## config.mk

```make
export PLATFORM = sky130hd
export DESIGN_NAME = alu_op_scheduler
export DESIGN_NICKNAME = d
export VERILOG_FILES = /design/src/rtl/alu_pkg.sv /design/src/rtl/rr_arbiter2.sv /design/src/rtl/alu_op_scheduler.sv
export SDC_FILE = /design/constraint.sdc
export NUM_CORES = 1
export LEC_CHECK = 0
export BUFFER_PORTS_ARGS = -buffer_cell sky130_fd_sc_hd__buf_4
export CORE_MARGIN = 2
export CORE_UTILIZATION = 41
export DETAILED_ROUTE_END_ITERATION = 10
export PLACE_DENSITY = 0.76
export SYNTH_ARGS = -nofsm -noshare
export SYNTH_HDL_FRONTEND = slang
export SYNTH_SLANG_ARGS = --single-unit
```

## constraint.sdc

```tcl
create_clock -name clk -period 1.5 [get_ports clk]
set_input_delay 0.225 -clock clk [delete_from_list [all_inputs] [get_ports clk]]
set_output_delay 0.225 -clock clk [all_outputs]
set_load 0.005 [all_outputs]
```

## src/rtl/alu_pkg.sv

```systemverilog
// ----------------------------------------------------------------------------
// alu_pkg
// Shared definitions for the ALU operation scheduler and its arbiter:
//   - DATA_W_DEF : default operand/result width
//   - OP_ADD..OP_CMP : 3-bit opcode values forwarded to the ALU unchanged
//   - state_e : scheduler FSM encoding (IDLE, EXEC, RESP)
// ----------------------------------------------------------------------------
package alu_pkg;

    localparam int DATA_W_DEF = 8;

    localparam logic [2:0] OP_ADD = 3'b000;
    localparam logic [2:0] OP_SUB = 3'b001;
    localparam logic [2:0] OP_AND = 3'b010;
    localparam logic [2:0] OP_OR  = 3'b011;
    localparam logic [2:0] OP_XOR = 3'b100;
    localparam logic [2:0] OP_MUL = 3'b101;
    localparam logic [2:0] OP_DIV = 3'b110;
    localparam logic [2:0] OP_CMP = 3'b111;

    typedef enum logic [1:0] {
        ST_IDLE = 2'd0,
        ST_EXEC = 2'd1,
        ST_RESP = 2'd2
    } state_e;

endpackage

```

## src/rtl/rr_arbiter2.sv

```systemverilog
// ----------------------------------------------------------------------------
// rr_arbiter2
// Two-way round-robin arbiter. The requester that was NOT granted last wins a
// contention; a sole requester always wins. last_grant only moves when the
// caller reports an accepted transfer, so a grant that is not taken does not
// disturb fairness.
// Ports:
//   clk, reset   : clock, asynchronous active-high reset (last_grant -> 1)
//   req_i[1:0]   : request vector
//   en_i         : arbitration enabled (grants forced low otherwise)
//   accept_i     : the current grant was taken this cycle
//   grant_o[1:0] : one-hot grant (only for a requesting input)
//   grant_idx_o  : index of the would-be winner
// ----------------------------------------------------------------------------
module rr_arbiter2 (
    input  logic       clk,
    input  logic       reset,
    input  logic [1:0] req_i,
    input  logic       en_i,
    input  logic       accept_i,
    output logic [1:0] grant_o,
    output logic       grant_idx_o
);

    logic last_grant_q;
    logic last_grant_d;
    logic winner;

    always_comb begin
        if (req_i == 2'b11) begin
            winner = ~last_grant_q;
        end else begin
            winner = req_i[1];
        end
    end

    always_comb begin
        grant_o = 2'b00;
        if (en_i) begin
            grant_o = req_i & (winner ? 2'b10 : 2'b01);
        end
        last_grant_d = accept_i ? winner : last_grant_q;
    end

    assign grant_idx_o = winner;

    always_ff @(posedge clk or posedge reset) begin
        if (reset) begin
            last_grant_q <= 1'b1;
        end else begin
            last_grant_q <= last_grant_d;
        end
    end

endmodule

```

## src/rtl/alu_op_scheduler.sv

```systemverilog
// ----------------------------------------------------------------------------
// alu_op_scheduler
// Shares one combinational ALU between two requesters. In IDLE a round-robin
// winner is offered ready; on accept its operands/opcode are latched and held
// on the ALU for ALU_LATENCY cycles (EXEC), the result and carry are captured
// on the last EXEC cycle and returned on the owner's response channel (RESP).
// Ports:
//   clk, reset                      : clock, asynchronous active-high reset
//   reqN_valid/ready/a/b/op         : request channel of requester N
//   rspN_valid/ready/data/carry     : response channel of requester N
//   alu_a, alu_b, alu_sel           : registered operands/select to the ALU
//   alu_out, alu_carry              : ALU result
//   busy                            : high in EXEC or RESP
// Optional build macro ALU_SCHED_STATS_EN adds saturating 16-bit counters
//   ops0_count, ops1_count (response handshakes) and contention_count.
// ----------------------------------------------------------------------------
module alu_op_scheduler
    import alu_pkg::*;
#(
    parameter int DATA_W      = DATA_W_DEF,
    parameter int ALU_LATENCY = 1
) (
    input  logic              clk,
    input  logic              reset,
    input  logic              req0_valid,
    output logic              req0_ready,
    input  logic [DATA_W-1:0] req0_a,
    input  logic [DATA_W-1:0] req0_b,
    input  logic [2:0]        req0_op,
    output logic              rsp0_valid,
    input  logic              rsp0_ready,
    output logic [DATA_W-1:0] rsp0_data,
    output logic              rsp0_carry,
    input  logic              req1_valid,
    output logic              req1_ready,
    input  logic [DATA_W-1:0] req1_a,
    input  logic [DATA_W-1:0] req1_b,
    input  logic [2:0]        req1_op,
    output logic              rsp1_valid,
    input  logic              rsp1_ready,
    output logic [DATA_W-1:0] rsp1_data,
    output logic              rsp1_carry,
    output logic [DATA_W-1:0] alu_a,
    output logic [DATA_W-1:0] alu_b,
    output logic [2:0]        alu_sel,
    input  logic [DATA_W-1:0] alu_out,
    input  logic              alu_carry,
    output logic              busy
`ifdef ALU_SCHED_STATS_EN
    ,
    output logic [15:0]       ops0_count,
    output logic [15:0]       ops1_count,
    output logic [15:0]       contention_count
`endif
);

    localparam int              CNT_W     = 4;
    localparam logic [CNT_W-1:0] LAST_EXEC = CNT_W'(ALU_LATENCY - 1);

    state_e            state_q, state_d;
    logic [DATA_W-1:0] a_q, a_d, b_q, b_d, res_q, res_d;
    logic [2:0]        op_q, op_d;
    logic              owner_q, owner_d;
    logic              carry_q, carry_d;
    logic [CNT_W-1:0]  cnt_q, cnt_d;

    logic [1:0]        grant;
    logic              grant_idx;
    logic              accept;
    logic              rsp0_fire, rsp1_fire;

    rr_arbiter2 u_arb (
        .clk         (clk),
        .reset       (reset),
        .req_i       ({req1_valid, req0_valid}),
        .en_i        (state_q == ST_IDLE),
        .accept_i    (accept),
        .grant_o     (grant),
        .grant_idx_o (grant_idx)
    );

    // A grant is only ever given to a valid requester, so any grant is an accept.
    assign accept     = |grant;
    assign req0_ready = grant[0];
    assign req1_ready = grant[1];

    assign rsp0_valid = (state_q == ST_RESP) && !owner_q;
    assign rsp1_valid = (state_q == ST_RESP) &&  owner_q;
    assign rsp0_fire  = rsp0_valid && rsp0_ready;
    assign rsp1_fire  = rsp1_valid && rsp1_ready;

    // Both channels show the captured result; only the owner's valid is raised.
    assign rsp0_data  = res_q;
    assign rsp1_data  = res_q;
    assign rsp0_carry = carry_q;
    assign rsp1_carry = carry_q;

    // ALU inputs come straight from the latches, so they only move on accept.
    assign alu_a   = a_q;
    assign alu_b   = b_q;
    assign alu_sel = op_q;
    assign busy    = (state_q != ST_IDLE);

    always_comb begin
        state_d = state_q;
        a_d     = a_q;
        b_d     = b_q;
        op_d    = op_q;
        owner_d = owner_q;
        res_d   = res_q;
        carry_d = carry_q;
        cnt_d   = cnt_q;
        case (state_q)
            ST_IDLE: begin
                if (accept) begin
                    a_d     = grant_idx ? req1_a  : req0_a;
                    b_d     = grant_idx ? req1_b  : req0_b;
                    op_d    = grant_idx ? req1_op : req0_op;
                    owner_d = grant_idx;
                    cnt_d   = '0;
                    state_d = ST_EXEC;
                end
            end
            ST_EXEC: begin
                if (cnt_q == LAST_EXEC) begin
                    res_d   = alu_out;
                    carry_d = alu_carry;
                    state_d = ST_RESP;
                end else begin
                    cnt_d = cnt_q + 1'b1;
                end
            end
            ST_RESP: begin
                if (rsp0_fire || rsp1_fire) begin
                    state_d = ST_IDLE;
                end
            end
            default: state_d = ST_IDLE;
        endcase
    end

    always_ff @(posedge clk or posedge reset) begin
        if (reset) begin
            state_q <= ST_IDLE;
            a_q     <= '0;
            b_q     <= '0;
            op_q    <= '0;
            owner_q <= 1'b0;
            res_q   <= '0;
            carry_q <= 1'b0;
            cnt_q   <= '0;
        end else begin
            state_q <= state_d;
            a_q     <= a_d;
            b_q     <= b_d;
            op_q    <= op_d;
            owner_q <= owner_d;
            res_q   <= res_d;
            carry_q <= carry_d;
            cnt_q   <= cnt_d;
        end
    end

`ifdef ALU_SCHED_STATS_EN
    logic [15:0] ops0_q, ops1_q, cont_q;
    logic        cont_now;

    assign cont_now = (state_q == ST_IDLE) && req0_valid && req1_valid;

    always_ff @(posedge clk or posedge reset) begin
        if (reset) begin
            ops0_q <= '0;
            ops1_q <= '0;
            cont_q <= '0;
        end else begin
            if (rsp0_fire && (ops0_q != 16'hFFFF)) ops0_q <= ops0_q + 16'd1;
            if (rsp1_fire && (ops1_q != 16'hFFFF)) ops1_q <= ops1_q + 16'd1;
            if (cont_now  && (cont_q != 16'hFFFF)) cont_q <= cont_q + 16'd1;
        end
    end

    assign ops0_count       = ops0_q;
    assign ops1_count       = ops1_q;
    assign contention_count = cont_q;
`endif

endmodule

```

==> run metrics, run 1 <==
crit path max fanout=5; EDFF count, synth=0; hold_sp=req0_valid; critical path type=reg2out; CTS tree=done; met3 Use GR=3.561%; synthesized area=roughly 1900 sq um; Finished Cell Area=roughly 2800 sq um; Post-Synthesis Mean Instance Area=13.81 sq um; crit end category=output pin; Rows=24; initial core utilization=42.50%; clk_lat worst skew=roughly 0.28 ns; Slew headroom=around 80%; Slew @ Worst Pin=0.3013 ns; multi-input logic area=863.3 sq um; Syn. warnings=0; Crit Reg-Reg Startpoint=u_arb.last_grant_q$_DFFE_PP1P_; GRT Max-Usage Layer=met2; die width=around 71 um; Worst Hold Endpoint=u_arb.last_grant_q$_DFFE_PP1P_; largest area contributor in the netlist=dfrtp_1; slowest cell delay on critical path=approximately 0.54 ns; Final Slew Violations=0; dpl cells=280; most frequent cell after synthesis=dfrtp_1; Worst Skew=between 0.006 and 0.007 ns; DR vias=roughly 1400; Area after DPL=2665 sq um; Die ar.=between 5000 and 6000 sq um; DP HPWL=3202 um; H-tree depth=2; maximum clock frequency=approximately 630 MHz; share of async-settable or async-resettable flops after synthesis=100.0%; CP most frequent cell=buf_6; Period minus WS final=between 1.5 and 2 ns; Area growth, synth to finish=51.79%; DR vias/cell=just under 5; die height=71.18 um; Setup-failing EPs final=21; sequential-to-total area share from yosys stat=between 40% and 50%; Core Region=roughly 4400 sq um; Post-Syn Instances=134; GRT Residual Overflow=0; I/O pin cnt=95; arrival time at the worst endpoint=around 1.4 ns; Main synth FF type=dfrtp_1; port bufs=between 90 and 100; RSZ-0062 raised after global routing=yes; routed wire length per instance=approximately 14 um; CTS root buffer=clkbuf_8; Synth cell types=30; met2 Usage GRT=between 30% and 40%; Max Cap Viol=0; Worst Hold Class=in2reg; critical path's slowest cell=dfstp_2; R2R setup slack=-0.08 ns; DRC=0; DRT Wirelength=4117 um; DR iter-0 viols=56; # nets final=between 200 and 300; outcome=finished with violations; Final Hold Vio Count=0; reg2reg end=alu_a[6]$_DFFE_PP0P_; synth top area cells=dfrtp_1 (47%), mux2_2 (18%), mux2_4 (15%), buf_4 (3.7%), dfstp_2 (1.4%); failing checks=negative setup slack; leakage=between 0.001 and 0.0015 uW; Data required, critical path=approximately 1.3 ns; antenna violations before repair=0; VDD IR max=around 0.76 mV; Reg2Reg Depth=5; syn_nets=between 150 and 200; WHS=about 0.17 ns; PnR worst setup slack=-0.09839 ns; Cell Count, Final, Fillers Out=~290; number of diodes=0; clock sinks=36; fraction of layout cells with a size suffix above 1=72.38%; first-pass GRT wire length=between 6000 and 7000 um; pwr/cell area=about 1800 nW/um^2; clock-pin slew of the registers on the worst-case setup and hold paths=0.07 ns; FF+latch area=roughly 900 sq um; post-route antenna net violation count=0; Yosys top cell area share=between 40% and 50%; FF+latch count, synth=36; critical path startpoint category=flop; vias in the first global route=1532; number of CTS-inserted buffers=5; total track usage=17.21%; period utilization=106.6%; met1 Use GR=about a fifth; Filler cells=~360; CTS Buffer Depth=2; largest net degree at the start of global routing=22; Worst Hold Depth=2; total iterations of the first detailed-routing run=4; Post-synth top cells=dfrtp_1 (35), mux2_2 (30), mux2_4 (18); RePlAce Congestion=roughly 0.78; worst path cell trace=a21bo_4, buf_6, and3_4, buf_6
==> critical path: cells and delay by family (launching register included) <==
| family | cells | cell delay [ns] |
|---|---|---|
| and+or+nand+nor | 1 | 0.17 |
| DFF | 1 | 0.54 |
| buffers and inverters | 2 | 0.20 |
| AOI/OAI and AO/OA | 1 | 0.18 |
==> power breakdown <==
part / internal (uW) / total [uW] / switching (uW)
sequential: 1450 / 1750 / 304
combinational: 1670 / 2540 / 874
clock: 326 / 649 / 324
total: 3440 / 4940 / 1500
==> through the flow <==
| step | setup slack, ns | setup TNS, ns | power (uW) | utilization [%] |
|---|---|---|---|---|
| after floorplan | 0.01824 | 0 | 3047 | - |
| after global placement | -0.001856 | -0.008054 | 4179 | 61.21 |
| after detailed placement | -0.04179 | -0.3437 | 4259 | 61.21 |
| after CTS | -0.1091 | -0.9575 | 4962 | 63.76 |
| after global routing | -0.1452 | -1.768 | 5274 | 64.51 |
| final | -0.09839 | -0.8563 | 4939 | 64.51 |
==> layout make-up <==
class	instances	area share (%)
Multi-Input combinational cell	80	30.74
Timing Repair Buffer	110	31.22
Sequential cell	36	32.16
Clock buffer	7	2.717
Inverter	5	0.6682
Clock inverter	1	0.1782
Tap cell	52	2.316
==> logic make-up (layout without fill, tap and decap cells) <==
kind of cell	Yosys count	count (layout)	synth area share, %
flops	36	36	48.75
mux	49	49	33.40
buf+inv	18	123	6.423
compound gates	11	11	4.599
simple gates	18	18	5.476
fa+ha+maj	2	2	1.352
==> layer usage <==
metal / share of wire (%) / vias up
met4: 2.0 / 0
met3: 6.7 / 7
li1: - / 667
met2: 55 / 60
met1: 36 / 696
met5: 0 / -
==> repair_timing <==
item / 4_1_cts / 5_1_grt
pin swaps: 2 / 1
hold buffers: 1 / 0
setup buffers: 1 / 1
setup endpoints to repair: 20 / 30
resized for setup: 3 / 6
hold endpoints to repair: 14 / 0
cloned: 0 / 0
==> placed cells by master, fill, tap and decap left out <==
master         Yosys  routed
ha_1               2       2
buf_4              9     103
nor3_1             1       1
o31ai_1            1       1
and3_4             0       1
a31oi_1            1       1
nand2b_1           3       3
dlygate4sd3_1      0       1
a21o_1             1       1
nand2_4            0       1
o221ai_1           1       1
nand2_1            1       1
mux2i_1            1       1
nor2_1             4       4
clkbuf_1           0       2
buf_6              2       3
a21bo_4            1       1
nand3_1            1       1
clkbuf_8           0       5
nor3b_1            2       1
a21oi_1            1       1
mux2_4            18      19
nand3b_1           1       1
dfstp_2            1       1
nor2_4             0       1
nor2b_1            2       2
clkinv_2           0       1
a31o_2             2       2
nor3b_4            0       1
buf_12             0       3
dfrtp_1           35      34
o21ai_0            2       1
o21ai_2            0       1
inv_1              5       5
mux2_2            30      29
dfrtp_2            0       1
o22ai_1            1       1
==> state kept, by name (all words and copies together) (netlist names) <==
signal / count
rsp0_data: 8
alu_b: 8
u_arb.last_grant_q: 1
owner_q: 1
rsp0_carry: 1
cnt_q: 4
alu_sel: 3
alu_a: 8
state_q: 2
==> worst max-delay path by stage <==
stage                                              start                   end  slack, ns  cells after the start
after CTS                 u_arb.last_grant_q$_DFFE_PP1P_            req0_ready      -0.11                      4
after global routing      u_arb.last_grant_q$_DFFE_PP1P_            req0_ready      -0.15                      4
after floorplan           u_arb.last_grant_q$_DFFE_PP1P_  alu_a[0]$_DFFE_PP0P_       0.02                      4
after detailed placement  u_arb.last_grant_q$_DFFE_PP1P_  alu_b[1]$_DFFE_PP0P_      -0.04                      4
after global placement    u_arb.last_grant_q$_DFFE_PP1P_  alu_b[4]$_DFFE_PP0P_     -0.002                      4
final                     u_arb.last_grant_q$_DFFE_PP1P_            req0_ready       -0.1                      4
(Power assumes the default switching activity.)
==> inputs of run 2 (changes only) <==
CORE_UTILIZATION = 40   (was 41)
PLACE_DENSITY = 0.75   (was 0.76)
SYNTH_HIERARCHICAL = 1   (was not set)
==> run metrics, run 2 <==
outcome=finished with violations; failing checks=negative setup slack; clk_lat worst skew=between 0.2 and 0.3 ns; Area growth, synth to finish=61.55%; most frequent cell after synthesis=a21oi_1; total track usage=18.56%; clock power share=12.0%; number of diodes=0; Worst Hold Depth=2; CTS Buffer Depth=2; CTS root buffer=clkbuf_8; largest net degree at the start of global routing=36; crit path max fanout=3; Core Region=between 4000 and 5000 sq um; most frequent cells in the layout=buf_4 (109), dfrtp_1 (35), a21oi_1 (25); sequential-to-total area share from yosys stat=~50%; Crit Reg-Reg Startpoint=state_q[0]$_DFFE_PP0P_; vias in the first global route=1639; maximum clock frequency=a little over 600 MHz; post-route antenna net violation count=0; first-pass GRT wire length=between 7000 and 8000 um; number of CTS-inserted buffers=5; Reg2Reg Depth=7; Setup-failing EPs final=30; die width=about 71 um; critical path type=reg2reg; pwr/cell area=approximately 2100 nW/um^2; synth top area cells=dfrtp_1 (48%), a21oi_1 (11%), mux2i_1 (11%), mux2_2 (6.2%), buf_4 (3.7%); DR vias/cell=about 5; Area after DPL=2626 sq um; CTS tree=done; DP HPWL=approximately 3400 um; Die ar.=between 5000 and 6000 sq um; Main synth FF type=dfrtp_1; Rows=24; DR vias=1603; Final Hold Vio Count=0; I/O pin cnt=95; Worst Hold Endpoint=state_q[1]$_DFFE_PP0P_; RePlAce Congestion=roughly 0.76; RSZ-0062 raised after global routing=yes; Pint=slightly below 4000 uW; Post-Syn Instances=around 160; largest area contributor in the netlist=dfrtp_1; die height=between 70 and 80 um; Post-synth top cells=a21oi_1 (38), dfrtp_1 (35), mux2i_1 (19); reg2reg end=owner_q$_DFFE_PP0P_; routed wire length per instance=15.15 um; syn_nets=219; DRT Wirelength=~5000 um; FF+latch count, synth=36; Syn. warnings=6; Slew @ Worst Pin=between 0.4 and 0.5 ns; sequential fraction of design power=29.9%; share of total power in combinational logic=between 50% and 60%; Finished Core Util=67.13%; GRT Residual Overflow=0; initial core utilization=approximately 42%; antenna violations before repair=0; VDD IR max=between 0.9 and 1 mV; DR iter-0 viols=69; PnR worst setup slack=-0.1222 ns; Worst Hold Class=in2reg; Final Slew Violations=0; H-tree depth=2; Max Cap Viol=0; # nets final=approximately 320; commonest non-fill, non-tap cell in the layout=buf_4; Sw Share=between 30% and 40%; switching pwr=between 2000 and 2500 uW; crit end category=flop; leakage=0.001413 uW; critical path startpoint category=flop; Data required, critical path=1.66 ns; multi-input logic area=about 900 sq um; Post-Synthesis Mean Instance Area=11.03 sq um; Worst Skew=0.003170 ns; hold_sp=rsp0_ready; DRC=0; clock sinks=36; Finished Cell Area=just under 3000 sq um; Filler cells=between 300 and 400; Yosys top cell area share=48.41%; Period minus WS final=1.622 ns; share of async-settable or async-resettable flops after synthesis=100.0%; total iterations of the first detailed-routing run=4; synthesized area=1809 sq um; EDFF count, synth=0; Setup TNS Final=-1.200 ns; clock-pin slew of the registers on the worst-case setup and hold paths=approximately 0.070 ns; FF+latch area=902.1 sq um; arrival time at the worst endpoint=between 1.5 and 2 ns; Synth cell types=31; port bufs=94; R2R setup slack=-0.12 ns; fraction of layout cells with a size suffix above 1=about 62%; period utilization=108.1%; Slew headroom=a little over two thirds
-- run 2: cell count changes in the layout (fill, tap and decap cells not counted), moves of 3 or more --
cell / change
a21oi_1: +24
mux2_2: -21
mux2i_1: +18
mux2_4: -16
a21oi_2: +13
buf_4: +6
nand3_1: +4
nor2_1: -3
-- run 2: layout make-up --
| cell class | instances | area share [%] |
|---|---|---|
| clock buffer | 7 | 3.296 |
| inverter | 7 | 0.9846 |
| multi-input combinational | 102 | 30.52 |
| sequential | 36 | 30.86 |
| tap | 52 | 2.226 |
| timing repair buffer | 117 | 32.11 |
-- run 2: stage by stage --
step	total power, uW	cells	setup WS (ns)	hold slack (ns)
5_1_grt	6480	321	-0.1702	0.1498
6_report	6045	321	-0.1222	0.1691
2_1_floorplan	3401	164	-0.3052	0.1147
3_5_place_dp	4719	310	-0.1265	0.2427
3_3_place_gp	4621	310	-0.07150	0.2400
4_1_cts	5641	318	-0.1262	0.1668
-- run 2: cell families after synthesis --
group	count (synthesis)	synth area share [%]
AO/OA/AOI/OAI	48	14.59
adder cells (fa/ha/maj)	2	1.383
buffers and inverters	26	8.782
flip-flops	36	49.86
multiplexers	30	17.57
AND/OR/NAND/NOR	22	7.814
-- run 2: worst max path at each step --
| stage | cells past startpoint | slack [ns] | to | start |
|---|---|---|---|---|
| floorplan | 9 | -0.31 | u_arb/last_grant_q$_DFFE_PP1P_ | state_q[0]$_DFFE_PP0P_ |
| global placement | 8 | -0.07 | alu_a[4]$_DFFE_PP0P_ | state_q[1]$_DFFE_PP0P_ |
| detailed placement | 8 | -0.13 | alu_a[3]$_DFFE_PP0P_ | state_q[1]$_DFFE_PP0P_ |
| CTS | 6 | -0.13 | req0_ready | state_q[0]$_DFFE_PP0P_ |
| global route | 7 | -0.17 | owner_q$_DFFE_PP0P_ | state_q[0]$_DFFE_PP0P_ |
| finish | 7 | -0.12 | owner_q$_DFFE_PP0P_ | state_q[0]$_DFFE_PP0P_ |
-- run 2: power by group through the flow --
stage | clock, uW | sequential [uW] | combinational [uW]
floorplan | 0 | 1790 | 1610
global placement | 0 | 1770 | 2860
detailed placement | 0 | 1790 | 2930
CTS | 747 | 1780 | 3110
global route | 802 | 1860 | 3810
finish | 723 | 1810 | 3510
-- run 2: timing repair --
action	4_1_cts	5_1_grt
endpoints found under the hold margin	1	0
setup buffers	0	3
pin swaps	3	6
cloned	0	1
hold buffers	1	0
gates resized for setup	15	27
endpoints found under the setup margin	26	36
-- run 2: critical path, cell delays in order (launching register included) --
cell	delay [ns]
dfrtp_1	0.39
or2_4	0.27
inv_4	0.07
nand2_4	0.05
a21oi_4	0.12
or2_4	0.15
and2_4	0.17
mux2_4	0.30
-- run 2: routing by layer --
| layer | wire (um) | global-route usage [%] | part of all wire [%] | vias to the layer above |
|---|---|---|---|---|
| met5 | 0 | 0 | 0 | - |
| met4 | 0 | 2.516 | 0 | 0 |
| met3 | 363 | 6.329 | 7.5 | 0 |
| met2 | 2587 | 33.02 | 53 | 63 |
| met1 | 1913 | 22.32 | 39 | 760 |
| li1 | - | - | - | 780 |
==> inputs of run 3 (changes only) <==
PLACE_DENSITY = 0.72   (was 0.75)
==> run metrics, run 3 (same netlist as run 2, synthesis figures left out) <==
outcome=finished with violations; failing checks=negative setup slack; antenna violations before repair=0; first-pass GRT wire length=about 7100 um; Cell Count, Final, Fillers Out=approximately 320; routed wire length per instance=13.93 um; Core Region=between 4000 and 5000 sq um; clock power share=around an eighth; Worst Skew=approximately 0.0080 ns; RePlAce Congestion=a little under 0.8; RSZ-0062 raised after global routing=yes; top sig layer=met4; H-tree depth=2; DR iter-0 viols=43; crit end category=flop; worst path cell trace=or2_4, inv_4, nand2_4, a21oi_4, or2_4, and2_4, mux2_4; slowest cell delay on critical path=roughly 0.38 ns; total iterations of the first detailed-routing run=4; most frequent cells in the layout=buf_4 (109), dfrtp_1 (35), a21oi_1 (27); PnR worst setup slack=-0.1136 ns; CTS tree=done; Worst path top cell family by delay=simple AND/OR/NAND/NOR gates; total track usage=between 15 and 20%; wire length on met3=between 300 and 400 um; dpl cells=roughly 310; met1 WL=roughly 1800 um; I/O pin cnt=95; crit path max fanout=4; Finished Core Util=about two thirds; clk_lat worst skew=approximately 0.29 ns; DP HPWL=roughly 3400 um; post-route antenna net violation count=0; VDD IR max=just under 0.9 mV; critical path startpoint category=flop; critical path type=reg2reg; vias in the first global route=~1600; clock-pin slew of the registers on the worst-case setup and hold paths=0.07 ns; number of diodes=0; period utilization=107.6%; port bufs=94; leakage=0.001403 uW; die width=~71 um; Final Hold Vio Count=0; largest net degree at the start of global routing=22; Sw Share=between 30% and 40%; maximum clock frequency=a little over 600 MHz; critical path's slowest cell=dfrtp_1; fraction of layout cells with a size suffix above 1=roughly 61%; DRC=0; Data required, critical path=~1.7 ns; Final Slew Violations=0; Worst Hold Class=in2reg; number of CTS-inserted buffers=5; CP bufs+invs=1; Rows=24; initial core utilization=41.55%; GRT Residual Overflow=0; sequential fraction of design power=~30%; DR vias/cell=5.006; die height=~71 um; Pint=3809 uW; Max Cap Viol=0; Slew @ Worst Pin=roughly 0.42 ns; CTS root buffer=clkbuf_8; Period minus WS final=between 1.5 and 2 ns; share of total power in combinational logic=57.5%; switching pwr=~2100 uW; CTS Buffer Depth=2; Setup-failing EPs final=24; CP most frequent cell=or2_4; arrival time at the worst endpoint=1.78 ns; Slew headroom=72.14%; clock sinks=36; Die ar.=between 5000 and 6000 sq um; Area growth, synth to finish=60.79%; pwr/cell area=a little over 2000 nW/um^2; DRT Wirelength=around 4500 um; commonest non-fill, non-tap cell in the layout=buf_4; wire length on met2=about 2400 um; DR vias=between 1500 and 2000; R2R setup slack=-0.11 ns; # nets final=roughly 330
==> run 3: metal layers <==
layer  vias to the layer above  track usage [%]
met5                         -                0
met4                         0            5.031
met3                         9            5.063
met2                        68            32.30
met1                       754            20.00
li1                        786                -
==> run 3: timing repair <==
item / in CTS / in global routing
pin swaps: 2 / 6
endpoints found under the hold margin: 10 / 0
buffers inserted: 0 / 2
endpoints found under the setup margin: 26 / 36
cloned: 0 / 1
resized for setup: 12 / 25
hold buffers: 1 / 0
==> run 3: area by class of cell <==
| cell class | count | area, sq um |
|---|---|---|
| inverters | 7 | 28.78 |
| clock inverters | 1 | 7.507 |
| repair buffers | 118 | 949.7 |
| well taps | 52 | 65.06 |
| clock buffers | 7 | 86.33 |
| fillers | 344 | 1445 |
| flip-flops and latches | 36 | 902.1 |
| multi-input cells | 102 | 869.6 |
==> run 3: worst paths after layout <==
check	from	endpoint	depth (start not counted)
setup / recovery	state_q[0]$_DFFE_PP0P_	owner_q$_DFFE_PP0P_	7
hold / removal	alu_out[4]	rsp0_data[4]$_DFFE_PP0P_	2
setup reg to reg	state_q[0]$_DFFE_PP0P_	owner_q$_DFFE_PP0P_	7
hold reg to reg	alu_a[2]$_DFFE_PP0P_	alu_a[2]$_DFFE_PP0P_	2
max in group asynchronous	reset	alu_b[0]$_DFFE_PP0P_	4
min in group asynchronous	reset	cnt_q[1]$_DFFE_PP0P_	3
==> run 3: power groups by stage <==
stage	Clock, uW	Sequential [uW]	Combinational, uW
2_1_floorplan	0	1790	1610
3_3_place_gp	0	1760	2880
5_1_grt	764	1850	3690
4_1_cts	726	1770	3060
3_5_place_dp	0	1770	2960
6_report	713	1790	3400
==> run 3: through the flow <==
stage | cell area (sq um) | TNS, ns | hold slack [ns] | power (uW) | worst slack [ns]
final | 2909 | -0.8142 | 0.1682 | 5903 | -0.1136
after floorplan | 1847 | -6.248 | 0.1147 | 3401 | -0.3052
after global routing | 2909 | -2.638 | 0.1677 | 6309 | -0.1755
after global placement | 2641 | -1.188 | 0.2422 | 4638 | -0.07486
after CTS | 2778 | -1.547 | 0.1642 | 5557 | -0.1244
after detailed placement | 2641 | -2.037 | 0.2451 | 4729 | -0.1299
